**src/rtl/add_pkg.sv**
```systemverilog
// add_pkg: shared word width, controller states and word-select helper.
package add_pkg;
  localparam int WORD_W = 16;
  localparam int MAX_W = WORD_W * 8;
  typedef enum logic [1:0] {IDLE, ADD, DONE} mac_state_t;
  function automatic logic [WORD_W-1:0] word_sel(input logic [MAX_W-1:0] v, input logic [2:0] idx);
    return v[WORD_W*idx +: WORD_W];
  endfunction
endpackage

```
**src/rtl/word_counter.sv**
```systemverilog
// word_counter: word index counter with clear, enable and terminal-count flag.
module word_counter #(
  parameter int N = 4,
  localparam int IW = $clog2(N)
) (
  input  logic          clk,
  input  logic          rst,
  input  logic          clr,
  input  logic          en,
  output logic [IW-1:0] idx,
  output logic          tc
);
  assign tc = idx == IW'(N - 1);
  always_ff @(posedge clk or posedge rst)
    if (rst) idx <= '0;
    else if (clr) idx <= '0;
    else if (en && !tc) idx <= idx + 1'b1;
endmodule

```
**src/rtl/multiword_add_ctrl.sv**
```systemverilog
// multiword_add_ctrl: sequences a multi-word add through one external 16-bit adder slice.
module multiword_add_ctrl
  import add_pkg::*;
#(
  parameter int NUM_WORDS = 4
) (
  input  logic                    clk,
  input  logic                    rst,
  input  logic                    start,
  input  logic [WORD_W*NUM_WORDS-1:0] op_a,
  input  logic [WORD_W*NUM_WORDS-1:0] op_b,
  input  logic                    cin,
  output logic [WORD_W-1:0]       add_a,
  output logic [WORD_W-1:0]       add_b,
  output logic                    add_cin,
  input  logic [WORD_W-1:0]       add_sum,
  input  logic                    add_ovf,
  output logic                    busy,
  output logic                    done,
  output logic [WORD_W*NUM_WORDS-1:0] result,
  output logic                    carry_out
);
  localparam int W = WORD_W * NUM_WORDS;
  localparam int IW = $clog2(NUM_WORDS);
  mac_state_t state, state_nx;
  logic [W-1:0] a_r, b_r;
  logic carry_reg, tc;
  logic [IW-1:0] idx;
  word_counter #(.N(NUM_WORDS)) u_cnt (
    .clk(clk), .rst(rst), .clr(state != ADD), .en(state == ADD), .idx(idx), .tc(tc)
  );
  always_ff @(posedge clk or posedge rst)
    if (rst) state <= IDLE;
    else state <= state_nx;
  always_comb
    state_nx = state == IDLE ? (start ? ADD : IDLE) :
               state == ADD  ? (tc ? DONE : ADD) : IDLE;
  assign busy = state == ADD;
  assign done = state == DONE;
  assign add_a = busy ? word_sel(MAX_W'(a_r), 3'(idx)) : '0;
  assign add_b = busy ? word_sel(MAX_W'(b_r), 3'(idx)) : '0;
  assign add_cin = busy & carry_reg;
  // Result words are written in place as the carry ripples upward.
  always_ff @(posedge clk or posedge rst)
    if (rst) begin
      a_r <= '0;
      b_r <= '0;
      carry_reg <= 1'b0;
      result <= '0;
      carry_out <= 1'b0;
    end else if (state == IDLE && start) begin
      a_r <= op_a;
      b_r <= op_b;
      carry_reg <= cin;
    end else if (state == ADD) begin
      result[WORD_W*idx +: WORD_W] <= add_sum;
      carry_reg <= add_ovf;
      if (tc) carry_out <= add_ovf;
    end
  a_ovf_known: assert property (@(posedge clk) disable iff (rst) (state == ADD) |-> !$isunknown(add_ovf));
endmodule

```
**config.mk**
```make
export PLATFORM = sky130hd
export DESIGN_NAME = multiword_add_ctrl
export DESIGN_NICKNAME = d
export VERILOG_FILES = /design/src/rtl/add_pkg.sv /design/src/rtl/word_counter.sv /design/src/rtl/multiword_add_ctrl.sv
export SDC_FILE = /design/constraint.sdc
export NUM_CORES = 1
export LEC_CHECK = 0
export ABC_AREA = 1
export BUFFER_PORTS_ARGS = -buffer_cell sky130_fd_sc_hd__buf_2
export CORE_MARGIN = 3
export CORE_UTILIZATION = 28
export CTS_BUF_LIST = sky130_fd_sc_hd__clkbuf_8
export DETAILED_ROUTE_END_ITERATION = 10
export GPL_TIMING_DRIVEN = 0
export SLEW_MARGIN = 20
export SYNTH_ARGS = -nofsm -noshare
export SYNTH_HDL_FRONTEND = slang
export SYNTH_HIERARCHICAL = 1
export SYNTH_SLANG_ARGS = --single-unit
```
**constraint.sdc**
```tcl
create_clock -name clk -period 10.65 [get_ports clk]
set_input_delay 3.195 -clock clk [delete_from_list [all_inputs] [get_ports clk]]
set_output_delay 3.195 -clock clk [all_outputs]
set_load 0.01 [all_outputs]
```
Word level (Yosys, flattened, before mapping)
Index checks and enable logic that the tools add are counted.
{ "classes": {"add_sub_neg": 2, "eq_ne": 4, "shift": 4, "n_mux": 11, "bitwise": 2, "reduce_logical": 8} }
{ "op_table": {"columns": ["operator", "count"], "rows": [
  ["$shiftx A128 B7 Y16", 2],
  ["$bwmux W64", 1],
  ["$shift A16 B34 Y64 const A", 1],
  ["$shiftx A16 B34 Y64", 1],
  ["$neg A6 Y34", 1],
  ["$mux W16", 2],
  ["$mux W2", 5],
  ["$eq A2 B2 Y1 const B", 2],
  ["$reduce_bool A2 Y1", 2],
  ["$mux W1", 3],
  ["$reduce_and A3 Y1", 1],
  ["$add A2 B1 Y2 const B", 1],
  ["$eq A2 B1 Y1 const B", 1],
  ["$logic_and A1 B1 Y1", 2],
  ["$logic_not A2 Y1", 1],
  ["$ne A2 B1 Y1 const B", 1],
  ["$reduce_and A2 Y1", 1],
  ["$and A1 B1 Y1", 1],
  ["$logic_not A1 Y1", 1],
  ["$not A1 Y1", 1]
]} }
{ "word_totals": {"reg_bits": 198, "input_bits": 149, "output_inout_bits": 100, "word_cells": 38} }

Depth between registers and ports, before layout
{ "depth": {"word_depth": 5, "mapped_depth": 10, "depth_no_buf": 7} }

Cells and area by module
Netlist, hierarchy kept.
{ "modules_own_cells": {"columns": ["module", "n_inst", "cells_per_inst", "area_each_um2", "seq_area_each_um2"], "rows": [
  ["multiword_add_ctrl", 1, 1152, 9115.0, 4904.7],
  ["word_counter", 1, 14, 110.1, 50.0]
]} }

Worst setup path before layout
Ideal clock, no wire load.
{ "synth_path": {"path_type": "register to output", "start": "reg u_cnt.idx[1]", "end": "out add_b[10]", "t_arrival_ns": 1.201, "required_time_ns": 7.455, "path_slack_ns": 6.254, "path_stages_with_launch": 6, "path_cell_list": "dfrtp_1 clkbuf_1 inv_1 buf_2 nand3_1 a21oi_1"} }
{ "synth_between": {"elab_chain_cells": 2} }
{ "synth_lines": {"columns": ["element", "line_no", "text"], "rows": [
  ["from (decl)", "word_counter.sv:10", "output logic [IW-1:0] idx,"],
  ["from (signal assigned)", "word_counter.sv:17", "else if (en && !tc) idx <= idx + 1'b1;"],
  ["$shiftx A128 B7 Y16", "add_pkg.sv:7", "return v[WORD_W*idx +: WORD_W];"],
  ["$mux W16", "multiword_add_ctrl.sv:41", "assign add_b = busy ? word_sel(MAX_W'(b_r), 3'(idx)) : '0;"],
  ["to (decl)", "multiword_add_ctrl.sv:14", "output logic [WORD_W-1:0] add_b,"]
]} }
Every way passes these cells.

Worst setup path in the final report
{ "layout_path": {"start": "reg u_cnt.idx[1]", "end": "out add_b[7]"} }
The elaborated chain is that of the path after synthesis.

==> out/qor.yml <==
layout:
  top_regs: "a_r: 64 flops, b_r: 64 flops, result: 64 flops"
  final_core_utilization: 0.358
  area_growth_pct: 24.3
  multiInputGateArea_sq_mm: 0.00327
  fill_cells: 3481
  nets: 1590
  antennaDiodeCount: 0
  regArea_sq_mm: 0.00495
  drive_gt1_frac: 0.238
route:
  drt-initial-drc-count: 563
  drtPass1Iterations: 5
  wl_microns: 29900
  drc: 0
  viasPerCell: 4.45
  vias: 8377
  ant_nets: 0
  wl_per_cell_microns: 15.9
synthesis:
  yosysTopAreaCell: "dfrtp_1"
  synth_area_sq_mm: 0.00923
  netlist_instances: 1166
  synth_flop_cell: "dfrtp_1"
  synth_common_cells: "nand2_1, dfrtp_1, a21oi_1"
  synth_fp_nets: 1321
  synth_seq_cells: 198
  synthArstFlopShare: 1.00
  syn_avg_cell_area_sq_um: 7.91
  synthDominantCellAreaShare: 0.537
  ys_seq_area_frac: 0.537
  synthTopCellsByArea: "dfrtp_1, nand2_1, a21oi_1"
  netlist-cell-type-count: 23
  synth_edf_count: 0
  yosysMostFrequentCell: "nand2_1"
  synth_warnings: 6
clocking:
  clk_pin_slew_ps: 100
  cts_buffer_depth: 2
  post_cts.repair.setup_buffers: 0
  cts_buffers: 17
  cts_root_buffer: "clkbuf_8"
  cts.sinks: 198
  hold_buffers: 0
  clock_insertion_delay_worst_skew_ps: 480
  cts_resized: 0
  h-tree-depth: 4
  cts_tree: "built"
timing:
  fin_crit_sh: 0.523
  slew-limit-headroom: 0.614
  finalHoldViolations: 0
  setup_viol: 0
  worstMarginPinSlew_ps: 578
  maxSlewViolCount: 0
  final.min_clock_period_ps: 5570
  holdWs_ps: 479
  max_freq_mhz: 180
  rsz0062_at_grt: "no"
  fin_skew_ps: 15.2
worst_setup_path:
  path_class: "reg -> out"
  crit_fanout: 12
  critPathLaunchType: "register"
  arrival_ps: 2370
  required_ps: 7460
  critPathCaptureType: "output pin"
floorplan:
  dieArea_sq_mm: 0.0352
  rows: 65
  die_x_microns: 188
  start_util: 0.288
  core_sq_mm: 0.0320
  die_h_microns: 188
  boundaryPins: 249
placed_design:
  gp_congestion: 0.876
  portBuffers: 248
  hpwl_microns: 22800
power_and_ir_drop:
  p_sw_mw: 1.43
  power.density_mw_per_mm2: 282
  irDropWorstVdd_uv: 98.4
  power.total_mw: 3.24
  intPower_mw: 1.81
  pwr-share-seq: 0.363
  clkPwrFrac: 0.155
  p_leak_nw: 6.49
  p_sw_frac: 0.441
  p_comb_frac: 0.482
grt:
  grt_pass1_vias: 8462
  grt_max_degree: 82
  grt_pass1_wl_microns: 47500
  antenna_found_initial: 1
  grt_overflow: 0
  grt_use_total: 0.173
run:
  max_cap_viol_count: 0
outcome:
  status: "completed"
hold_path:
  hold_class: "reg -> reg"
worst max-delay path: stages, from the launching register on:
cell and delay, ps:
dfrtp_1 470, clkbuf_1 240, inv_1 250, buf_2 350
nand3_1 200, a21oi_1 210, buf_2 160
routing by layer:
layer / wire length, microns / GRT usage / vias up
met1: 13500 / 0.232 / 3969
met2: 14200 / 0.288 / 265
li1: - / - / 4123
met3: 1860 / 0.0359 / 18
met5: 13 / 0 / -
met4: 312 / 0.0410 / 2
power by group through the flow:
stage	clock (mW)	sequential, mW	combinational, mW
floorplan	0	1.21	0.964
global placement	0	1.19	1.55
detailed placement	0	1.19	1.58
CTS	0.521	1.18	1.58
global route	0.548	1.21	1.76
finish	0.502	1.17	1.56
layout make-up:
cell class / instances / area share
inverter: 160 / 0.0530
multi-input combinational: 743 / 0.285
clock buffer: 18 / 0.0216
timing repair buffer: 250 / 0.113
tap: 435 / 0.0474
clock inverter: 14 / 0.0131
buffer: 65 / 0.0352
sequential: 198 / 0.432
path summary, 6_finish.rpt:
kind	start	end	cells after the start	slack, ps
max	u_cnt/idx[1]$_DFFE_PP0P_	add_b[7]	6	5080
min	result[21]$_DFFE_PP0P_	result[21]$_DFFE_PP0P_	2	480
max reg2reg	u_cnt/idx[1]$_DFFE_PP0P_	result[6]$_DFFE_PP0P_	8	7920
min reg2reg	result[21]$_DFFE_PP0P_	result[21]$_DFFE_PP0P_	2	480
max in group asynchronous	rst	b_r[58]$_DFFE_PP0P_	3	7190
min in group asynchronous	rst	u_cnt/idx[0]$_DFFE_PP0P_	2	2600
cells by family after synthesis:
logic type / Yosys count / synth area share
simple gates: 557 / 0.248
buf+inv: 225 / 0.109
flops: 198 / 0.537
compound gates: 180 / 0.0979
fa+ha+maj: 6 / 0.00814
metrics by stage:
stage	instance area [sq um]	TNS (ps)	cells	worst slack, ps
2_1_floorplan	9230	0	1166	2110
3_3_place_gp	11000	-100330	1849	-521
3_5_place_dp	11100	0	1851	5510
4_1_cts	11500	0	1883	4930
5_1_grt	11500	0	1883	4810
6_report	11500	0	1883	5080
layout by cell type (no fill, tap or decap):
cell          n
o21a_1        1
nor2_4        1
inv_2         4
inv_1       157
a21oi_1     161
dfrtp_1     198
nor2_1      149
clkbuf_2      1
nand2_4       2
nand4_1       1
or2_2         1
o21ai_0      12
clkbuf_8     18
inv_6         3
clkinv_2      1
clkbuf_1     15
bufinv_16     2
nand2_1     313
nor2_8        3
clkinvlp_4    3
o21ai_1       6
clkinv_4      2
nand2_2       1
nand3_1      84
buf_6        12
inv_8         2
buf_4         9
nand3_2       2
ha_1          6
buf_2       276
buf_16        2
No activity file was read; power rests on OpenSTA's default activity.
